--- config.mk ---
export PLATFORM = sky130hd
export DESIGN_NAME = vga_text_avl_writer
export DESIGN_NICKNAME = d
export VERILOG_FILES = /design/src/rtl/vga_text_pkg.sv /design/src/rtl/vga_text_cursor.sv /design/src/rtl/vga_text_avl_writer.sv
export SDC_FILE = /design/constraint.sdc
export NUM_CORES = 1
export LEC_CHECK = 0
export ABC_AREA = 1
export BUFFER_PORTS_ARGS = -buffer_cell sky130_fd_sc_hd__buf_2
export CELL_PAD_IN_SITES_DETAIL_PLACEMENT = 2
export CELL_PAD_IN_SITES_GLOBAL_PLACEMENT = 2
export CORE_MARGIN = 1.5
export CORE_UTILIZATION = 29
export DETAILED_ROUTE_END_ITERATION = 6
export GPL_TIMING_DRIVEN = 0
export PLACE_DENSITY = 0.86
export SLEW_MARGIN = 40
export SYNTH_ARGS = -nofsm -noshare
export SYNTH_HDL_FRONTEND = slang
export SYNTH_SLANG_ARGS = --single-unit
--- constraint.sdc ---
create_clock -name CLK -period 5.9 [get_ports CLK]
set_input_delay 1.18 -clock CLK [delete_from_list [all_inputs] [get_ports CLK]]
set_output_delay 1.18 -clock CLK [all_outputs]
set_load 0.02 [all_outputs]
--- src/rtl/vga_text_pkg.sv ---
// vga_text_pkg: text geometry, control codes, clear fill word, writer FSM states and VRAM word-address helper
package vga_text_pkg;
  localparam int TEXT_COLS = 80;
  localparam int TEXT_ROWS = 30;
  localparam int VRAM_WORDS = 600;
  localparam int CTRL_ADDR = 600;
  localparam logic [7:0] CH_LF = 8'h0A;
  localparam logic [7:0] CH_CR = 8'h0D;
  localparam logic [31:0] CLEAR_FILL = 32'h2020_2020;
  typedef enum logic [1:0] {IDLE, CHAR_WR, CLEAR_RUN, CTRL_WR} state_t;
  function automatic logic [11:0] vram_addr(input logic [4:0] row, input logic [6:0] col);
    return 12'(row) * 12'd20 + 12'(col[6:2]);
  endfunction
endpackage

--- src/rtl/vga_text_cursor.sv ---
// vga_text_cursor: col/row cursor (clk, rst, advance, newline, cr, home -> col 0..79, row 0..29), wraps to row 0 without scrolling
module vga_text_cursor
  import vga_text_pkg::*;
(
  input  logic       clk,
  input  logic       rst,
  input  logic       advance,
  input  logic       newline,
  input  logic       cr,
  input  logic       home,
  output logic [6:0] col,
  output logic [4:0] row
);
  logic       last_col;
  logic       row_inc;
  logic [6:0] col_n;
  logic [4:0] row_n;
  assign last_col = col == 7'(TEXT_COLS - 1);
  assign row_inc = newline || (advance && last_col);
  always_comb begin
    col_n = (home || newline || cr || (advance && last_col)) ? 7'd0 : advance ? col + 7'd1 : col;
    row_n = home ? 5'd0 : !row_inc ? row : (row == 5'(TEXT_ROWS - 1)) ? 5'd0 : row + 5'd1;
  end
  always_ff @(posedge clk or posedge rst) begin
    if (rst) begin
      col <= '0;
      row <= '0;
    end else begin
      col <= col_n;
      row <= row_n;
    end
  end
endmodule

--- src/rtl/vga_text_avl_writer.sv ---
// vga_text_avl_writer: Avalon-MM master turning glyph bytes (CHAR_*), CLEAR and CTRL_* requests into VRAM/ctrl writes (AVL_M_*), with BUSY and CURSOR_*; VGA_TEXT_WRITER_CTRL_EN enables the control-register path
module vga_text_avl_writer
  import vga_text_pkg::*;
(
  input  logic        CLK,
  input  logic        RESET,
  input  logic        CHAR_VALID,
  input  logic [7:0]  CHAR_DATA,
  output logic        CHAR_READY,
  input  logic        CLEAR,
  input  logic        CTRL_WRITE,
  input  logic [31:0] CTRL_DATA,
  output logic [11:0] AVL_M_ADDR,
  output logic        AVL_M_WRITE,
  output logic [3:0]  AVL_M_BYTE_EN,
  output logic [31:0] AVL_M_WRITEDATA,
  input  logic        AVL_M_WAITREQUEST,
  output logic        BUSY,
  output logic [6:0]  CURSOR_COL,
  output logic [4:0]  CURSOR_ROW
);
  state_t      state, state_n;
  logic        init;
  logic        clear_pend, clear_pend_n;
  logic [11:0] addr_n;
  logic        write_n;
  logic [3:0]  be_n;
  logic [31:0] data_n;
  logic        done, accept, is_lf, is_cr;
  logic        adv, nl, cr, home;
`ifdef VGA_TEXT_WRITER_CTRL_EN
  logic        ctrl_pend, ctrl_pend_n;
  logic [31:0] ctrl_data;
  assign CHAR_READY = state == IDLE && init && !clear_pend && !CLEAR && !ctrl_pend && !CTRL_WRITE;
  assign BUSY = state != IDLE || clear_pend || ctrl_pend;
  always_ff @(posedge CLK or posedge RESET) begin
    if (RESET) begin
      ctrl_pend <= 1'b0;
      ctrl_data <= '0;
    end else begin
      ctrl_pend <= ctrl_pend_n;
      ctrl_data <= CTRL_WRITE ? CTRL_DATA : ctrl_data;
    end
  end
`else
  logic unused_ctrl;
  assign unused_ctrl = ^{CTRL_WRITE, CTRL_DATA};
  assign CHAR_READY = state == IDLE && init && !clear_pend && !CLEAR;
  assign BUSY = state != IDLE || clear_pend;
`endif
  assign done = AVL_M_WRITE && !AVL_M_WAITREQUEST;
  assign accept = CHAR_VALID && CHAR_READY;
  assign is_lf = CHAR_DATA == CH_LF;
  assign is_cr = CHAR_DATA == CH_CR;
  // Pending flags drop at dispatch so a request arriving mid-operation queues exactly one more.
  always_comb begin
    state_n = state;
    addr_n = AVL_M_ADDR;
    write_n = AVL_M_WRITE;
    be_n = AVL_M_BYTE_EN;
    data_n = AVL_M_WRITEDATA;
    clear_pend_n = clear_pend || CLEAR;
`ifdef VGA_TEXT_WRITER_CTRL_EN
    ctrl_pend_n = ctrl_pend || CTRL_WRITE;
`endif
    adv = 1'b0;
    nl = 1'b0;
    cr = 1'b0;
    home = 1'b0;
    case (state)
      IDLE:
        if (clear_pend) begin
          state_n = CLEAR_RUN;
          addr_n = '0;
          write_n = 1'b1;
          be_n = 4'hF;
          data_n = CLEAR_FILL;
          clear_pend_n = CLEAR;
        end
`ifdef VGA_TEXT_WRITER_CTRL_EN
        else if (ctrl_pend) begin
          state_n = CTRL_WR;
          addr_n = 12'(CTRL_ADDR);
          write_n = 1'b1;
          be_n = 4'hF;
          data_n = ctrl_data;
          ctrl_pend_n = CTRL_WRITE;
        end
`endif
        else if (accept) begin
          nl = is_lf;
          cr = is_cr;
          if (!is_lf && !is_cr) begin
            state_n = CHAR_WR;
            addr_n = vram_addr(CURSOR_ROW, CURSOR_COL);
            write_n = 1'b1;
            be_n = 4'b0001 << CURSOR_COL[1:0];
            data_n = {4{CHAR_DATA}};
          end
        end
      CHAR_WR:
        if (done) begin
          state_n = IDLE;
          write_n = 1'b0;
          adv = 1'b1;
        end
      CLEAR_RUN:
        if (done) begin
          if (AVL_M_ADDR == 12'(VRAM_WORDS - 1)) begin
            state_n = IDLE;
            write_n = 1'b0;
            home = 1'b1;
          end else begin
            addr_n = AVL_M_ADDR + 12'd1;
          end
        end
      default:
        if (done) begin
          state_n = IDLE;
          write_n = 1'b0;
        end
    endcase
  end
  always_ff @(posedge CLK or posedge RESET) begin
    if (RESET) begin
      state <= IDLE;
      init <= 1'b0;
      clear_pend <= 1'b0;
      AVL_M_ADDR <= '0;
      AVL_M_WRITE <= 1'b0;
      AVL_M_BYTE_EN <= '0;
      AVL_M_WRITEDATA <= '0;
    end else begin
      state <= state_n;
      init <= 1'b1;
      clear_pend <= clear_pend_n;
      AVL_M_ADDR <= addr_n;
      AVL_M_WRITE <= write_n;
      AVL_M_BYTE_EN <= be_n;
      AVL_M_WRITEDATA <= data_n;
    end
  end
  vga_text_cursor u_cursor (
    .clk(CLK),
    .rst(RESET),
    .advance(adv),
    .newline(nl),
    .cr(cr),
    .home(home),
    .col(CURSOR_COL),
    .row(CURSOR_ROW)
  );
endmodule

Yosys cells after proc, flatten, opt, wreduce, memory -nomap -nowiden
Cells that the tools add are included.
W data, S select, Z words.
Word-level totals
  bits in registers: 65
  input port bits: 46
  output and inout port bits: 63
Operators by class
  $add $sub $neg: 4
  multiply operators: 1
  equal/unequal tests: 12
  shifts and indexed selects: 1
  multiplexer cells: 44
  reduce and logical (&&, ||, !) cells: 29
Operator list (count)
  $mux W32: 3
  $mux W12: 5
  $pmux W12 S2: 1
  $mux W1: 19
  $eq A8 B4 Y1 const B: 2
  $mux W5: 3
  $mux W7: 2
  $reduce_bool A2 Y1: 7
  $add A12 B1 Y12 const B: 1
  $eq A12 B10 Y1 const B: 1
  $mux W2: 6
  $mux W4: 3
  $add A10 B5 Y11: 1
  $reduce_and A5 Y1: 2
  $mul A5 B3 Y8 const B: 1
  $add A7 B1 Y7 const B: 1
  $eq A7 B7 Y1 const B: 1
  $logic_and A1 B1 Y1: 7
  $logic_or A1 B1 Y1: 6
  $ne A2 B2 Y1 const B: 3
  $add A5 B1 Y5 const B: 1
  $eq A5 B5 Y1 const B: 1
  $logic_not A1 Y1: 5
  $pmux W2 S2: 1
  other kinds (8): 8

Logic depth before layout (Yosys ltp)
  depth after elaboration: 12
  mapped depth: 14
  depth with buffers taken out: 14

Cells and area by module
From an unflattened synthesis, not the netlist that was laid out.
Second synthesis, totals
  cell total of the unflattened synthesis: 436
  area total of the unflattened synthesis: 3138.0 µm²
Modules (own cells, without submodules)
  vga_text_avl_writer: instances 1, cells each 336, area each 2361.0 µm², sequential area each 725.7 µm²
  vga_text_cursor: instances 1, cells each 100, area each 777.0 µm², sequential area each 300.3 µm²

Worst setup path before layout
OpenSTA, ideal clock, no wires.
  path type: input port to output port
  start point: input CLEAR
  end point: output CHAR_READY
  arrival time: 1479 ps
  required time: 4720 ps
  setup slack: 3241 ps
  cell stages on the path: 3
  buffers on the path: 0
  cell sequence: inv_1 > nand2_1 > nor2_4
Between the ends
  word-level cells in the longest chain between the ends: 2
RTL lines
  start: declaration: line vga_text_avl_writer.sv:10  | input logic CLEAR,
  $logic_not A1 Y1: line vga_text_avl_writer.sv:48  | assign CHAR_READY = state == IDLE && init && !clear_pend && !CLEAR;
  $logic_and A1 B1 Y1: line vga_text_avl_writer.sv:48
  end: declaration: line vga_text_avl_writer.sv:9  | output logic CHAR_READY,
Every way passes these cells.

Worst setup path in the final report
Same ends and word-level chain as after synthesis.

==> report_table.html <==
<table>
<tr><th>Metric</th><th>Value</th></tr>
<tr><th colspan="2">Status</th></tr>
<tr><td>Run status</td><td>finished, final reports clean</td></tr>
<tr><th colspan="2">Final layout</th></tr>
<tr><td>Most common library cell in the layout ignoring fill and taps</td><td>sky130_fd_sc_hd__nand2_1</td></tr>
<tr><td>Number of fill cells in the layout</td><td>between 1000 and 1500</td></tr>
<tr><td>Diodes inserted</td><td>0</td></tr>
<tr><td>Sequential cell area</td><td>approximately 0.001 mm²</td></tr>
<tr><td>Multi-input gate area in the final layout</td><td>0.00168 mm²</td></tr>
<tr><td>Synthesis-to-finish area growth</td><td>21.2%</td></tr>
<tr><td>Final nets</td><td>572</td></tr>
<tr><td>Most frequent cells in the layout</td><td>sky130_fd_sc_hd__nand2_1, sky130_fd_sc_hd__buf_2, sky130_fd_sc_hd__dfrtp_1, sky130_fd_sc_hd__inv_1, sky130_fd_sc_hd__nor2_1</td></tr>
<tr><td>Fraction of layout instances using a drive strength above 1</td><td>0.287</td></tr>
<tr><th colspan="2">STA</th></tr>
<tr><td>Highest attainable clock frequency</td><td>0.340 GHz</td></tr>
<tr><td>Time the worst path needs with I/O delays and setup</td><td>2940 ps</td></tr>
<tr><td>RSZ-0062 raised after global routing</td><td>false</td></tr>
<tr><td>Tcrit/Tclk final</td><td>0.499</td></tr>
<tr><td>Actual slew at the worst max-slew pin</td><td>523 ps</td></tr>
<tr><td>Slew headroom</td><td>0.651</td></tr>
<tr><td>Finish-stage setup viols</td><td>0</td></tr>
<tr><td>Final count of hold timing violations</td><td>0</td></tr>
<tr><td>Final clock skew</td><td>11.2 ps</td></tr>
<tr><td>Post-route setup TNS</td><td>0 ps</td></tr>
<tr><td>Slew Limit Fails</td><td>0</td></tr>
<tr><td>Minimum hold slack</td><td>504 ps</td></tr>
<tr><th colspan="2">Synth</th></tr>
<tr><td>Mux contribution to synthesized area</td><td>0</td></tr>
<tr><td>Synth warn</td><td>0</td></tr>
<tr><td>Number of distinct library cell variants in the gate-level netlist after synthesis</td><td>35</td></tr>
<tr><td>Synth Area in XOR/XNOR</td><td>0.0169</td></tr>
<tr><td>Dominant combinational cell family by area after synthesis</td><td>simple AND/OR/NAND/NOR gates</td></tr>
<tr><td>Synth Area in Compound Gates</td><td>0.0782</td></tr>
<tr><td>Post-synthesis sequential area ratio</td><td>0.331</td></tr>
<tr><td>Post-synth design cell area</td><td>a little over 0.003 mm²</td></tr>
<tr><td>Flops &amp; latches, synth</td><td>41</td></tr>
<tr><td>Net count after synthesis</td><td>489</td></tr>
<tr><td>Post-Synthesis Mean Instance Area</td><td>between 7 and 8 µm²</td></tr>
<tr><td>Simple-gate share of the synthesized area</td><td>0.369</td></tr>
<tr><td>Adder-cell share of the synthesized area</td><td>0.0774</td></tr>
<tr><td>Synthesized netlist cell count</td><td>425</td></tr>
<tr><th colspan="2">Setup path</th></tr>
<tr><td>Arrival time worst endpoint</td><td>1760 ps</td></tr>
<tr><td>R2R setup slack</td><td>3420 ps</td></tr>
<tr><td>Data required time at the worst endpoint</td><td>4720 ps</td></tr>
<tr><td>CP Launch Type</td><td>input port</td></tr>
<tr><td>Number of buffer and inverter stages on the critical path</td><td>3</td></tr>
<tr><td>Cell occurring most often along the worst timing path</td><td>sky130_fd_sc_hd__buf_2</td></tr>
<tr><td>Gate family responsible for the most delay along the worst path</td><td>buffers and inverters</td></tr>
<tr><td>Critical-path cell with the highest stage delay</td><td>sky130_fd_sc_hd__buf_2</td></tr>
<tr><td>Crit path capture type</td><td>primary output</td></tr>
<tr><td>Highest fanout seen on the critical path</td><td>2</td></tr>
<tr><td>Crit Path Class</td><td>input port to primary output</td></tr>
<tr><td>Critical path's largest stage delay</td><td>approximately 190 ps</td></tr>
<tr><td>Worst path cell trace</td><td>buf_2, inv_1, nand2_1, nor2_4, buf_2</td></tr>
<tr><th colspan="2">Floorplan</th></tr>
<tr><td>Die Ht</td><td>106 µm</td></tr>
<tr><td>Ports</td><td>109</td></tr>
<tr><td>Overall die width</td><td>106 µm</td></tr>
<tr><td>Die ar.</td><td>0.0113 mm²</td></tr>
<tr><td>Num rows</td><td>37</td></tr>
<tr><td>Initial core utilization</td><td>0.299</td></tr>
<tr><td>Area of the core</td><td>0.0104 mm²</td></tr>
<tr><th colspan="2">Detailed routing</th></tr>
<tr><td>Met1 layer wirelength in the final routing</td><td>roughly 4300 µm</td></tr>
<tr><td>TritonRoute pass-1 iters</td><td>4</td></tr>
<tr><td>Drc violations</td><td>0</td></tr>
<tr><td>Highest signal layer in the routed design</td><td>met4</td></tr>
<tr><td>Met3 wire length</td><td>212 µm</td></tr>
<tr><td>Via total after detailed routing</td><td>3069</td></tr>
<tr><td>Routed len/inst</td><td>15.1 µm</td></tr>
<tr><td>DRC violation total after the first TritonRoute iteration</td><td>59</td></tr>
<tr><td>Number of nets still failing antenna checks after routing</td><td>0</td></tr>
<tr><td>Total Routed Length</td><td>9740 µm</td></tr>
<tr><td>Vias per cell</td><td>between 4 and 5</td></tr>
<tr><td>Metal2 WL</td><td>5100 µm</td></tr>
<tr><th colspan="2">GRT</th></tr>
<tr><td>First-pass GRT wire length</td><td>16700 µm</td></tr>
<tr><td>GRT Util Overall</td><td>0.182</td></tr>
<tr><td>GR Overflow Total</td><td>0</td></tr>
<tr><td>Maximum number of pins on one net before global-route repair</td><td>42</td></tr>
<tr><td>Number of antenna violations at the first check in global routing</td><td>0</td></tr>
<tr><td>Vias in the first global route</td><td>3373</td></tr>
<tr><th colspan="2">Flow run</th></tr>
<tr><td>Number of max-cap violations</td><td>0</td></tr>
<tr><th colspan="2">CTS</th></tr>
<tr><td>CTS max path bufs</td><td>2</td></tr>
<tr><td>Number of setup buffers added after CTS</td><td>0</td></tr>
<tr><td>Worst skew pair latency</td><td>300 ps</td></tr>
<tr><td>Clock slew at the register clock pins of the worst setup and hold paths</td><td>90 ps</td></tr>
<tr><td>Post-cts gate resize count</td><td>0</td></tr>
<tr><td>Cell at the root of the clock tree</td><td>sky130_fd_sc_hd__clkbuf_8</td></tr>
<tr><td>Clock Sink Count</td><td>a little over 40</td></tr>
<tr><td>Clock tree from TritonCTS</td><td>built</td></tr>
<tr><td>Number of buffers added by the clock tree synthesis step</td><td>5</td></tr>
<tr><td>Number of buffers inserted by hold repair at cts</td><td>0</td></tr>
<tr><td>H-tree level count</td><td>2</td></tr>
<tr><th colspan="2">Pwr</th></tr>
<tr><td>Pwr/cell area</td><td>130 mW/mm²</td></tr>
<tr><td>Leakage</td><td>2.09 nW</td></tr>
<tr><td>Maximum ir drop on the vdd rail</td><td>67.6 µV</td></tr>
<tr><th colspan="2">Placement</th></tr>
<tr><td>Detailed Place HPWL</td><td>7820 µm</td></tr>
<tr><td>Total of buffers placed on input and output ports</td><td>75</td></tr>
<tr><td>Gp weighted congestion</td><td>0.797</td></tr>
<tr><th colspan="2">Hold path</th></tr>
<tr><td>Path class of the lowest-slack min-delay path</td><td>flop to flop</td></tr>
</table>
==> final cells by class <==
type | count | area share
buffer | 30 | 0.0629
inverter | 42 | 0.0426
tap | 136 | 0.0452
multi-input combinational | 312 | 0.448
sequential | 41 | 0.273
clock buffer | 6 | 0.0193
timing repair buffer | 76 | 0.107
clock inverter | 2 | 0.00266
==> sequential cells by signal (all words and copies together) (netlist names) <==
name	cells
AVL_M_ADDR	12
AVL_M_BYTE_EN	4
AVL_M_WRITE	1
AVL_M_WRITEDATA	8
clear_pend	1
init	1
state	2
u_cursor.col	7
u_cursor.row	5
==> per-layer routing <==
metal / global-route usage / vias up
met5: 0 / -
met4: 0.0381 / 0
met3: 0.0147 / 9
met2: 0.340 / 40
met1: 0.226 / 1523
li1: - / 1497
==> where the power goes <==
part / total [W] / internal [W] / switching [W]
clock: 0.000191 / 0.0000824 / 0.000108
sequential: 0.000281 / 0.000281 / 0.0000000791
combinational: 0.0000157 / 0.00000565 / 0.0000101
==> cell families (layout without fill, tap and decap cells) <==
family          Yosys count  count (layout)
xor+xnor                  6               6
simple gates            250             250
other cells               1               1
flops                    41              41
compound gates           37              37
buf+inv                  72             156
fa+ha+maj                18              18
==> through the flow <==
step | cell area (µm²) | cells | util | setup WS [ps] | total power (W)
2_1_floorplan | 3100 | 425 | - | 3240 | 0.000293
3_3_place_gp | 3650 | 636 | 0.352 | 3020 | 0.000300
3_5_place_dp | 3680 | 637 | 0.355 | 3000 | 0.000303
4_1_cts | 3760 | 645 | 0.363 | 2950 | 0.000493
5_1_grt | 3760 | 645 | 0.363 | 2940 | 0.000500
6_report | 3760 | 645 | 0.363 | 2960 | 0.000488
==> worst min-delay path, cell delays in order (launching register included) <==
cell                      delay (ps)
sky130_fd_sc_hd__dfrtp_1         350
sky130_fd_sc_hd__nand2_1          70
sky130_fd_sc_hd__o21ai_2          50
==> path summary, 6_finish.rpt <==
kind,depth (start not counted),from,endpoint
min in group asynchronous,3,RESET,AVL_M_BYTE_EN[1]
max in group asynchronous,3,RESET,state[0]
worst min register to register,2,AVL_M_BYTE_EN[1],AVL_M_BYTE_EN[1]
worst max register to register,13,u_cursor.row[1],AVL_M_ADDR[9]
worst min-delay path,2,AVL_M_BYTE_EN[1],AVL_M_BYTE_EN[1]
worst max-delay path,5,CLEAR,CHAR_READY
==> synth_stat cells, drive strengths merged <==
library cell,count,share of area
nand4,8,0.021
buf,30,0.076
nand3b,4,0.0097
a22o,1,0.0028
nand2,143,0.18
nor2,45,0.068
o21ai,30,0.063
nor3b,1,0.0024
nand3,38,0.067
nor3,8,0.013
and2,1,0.0020
xor2,5,0.014
o22ai,1,0.0020
xnor2,1,0.0028
a32o,1,0.0032
a21oi,3,0.0048
inv,42,0.051
fa,2,0.013
o21bai,1,0.0024
or2,2,0.0040
conb,1,0.0012
dfrtp,41,0.33
ha,16,0.064
No activity file was read; power rests on OpenSTA's default activity.
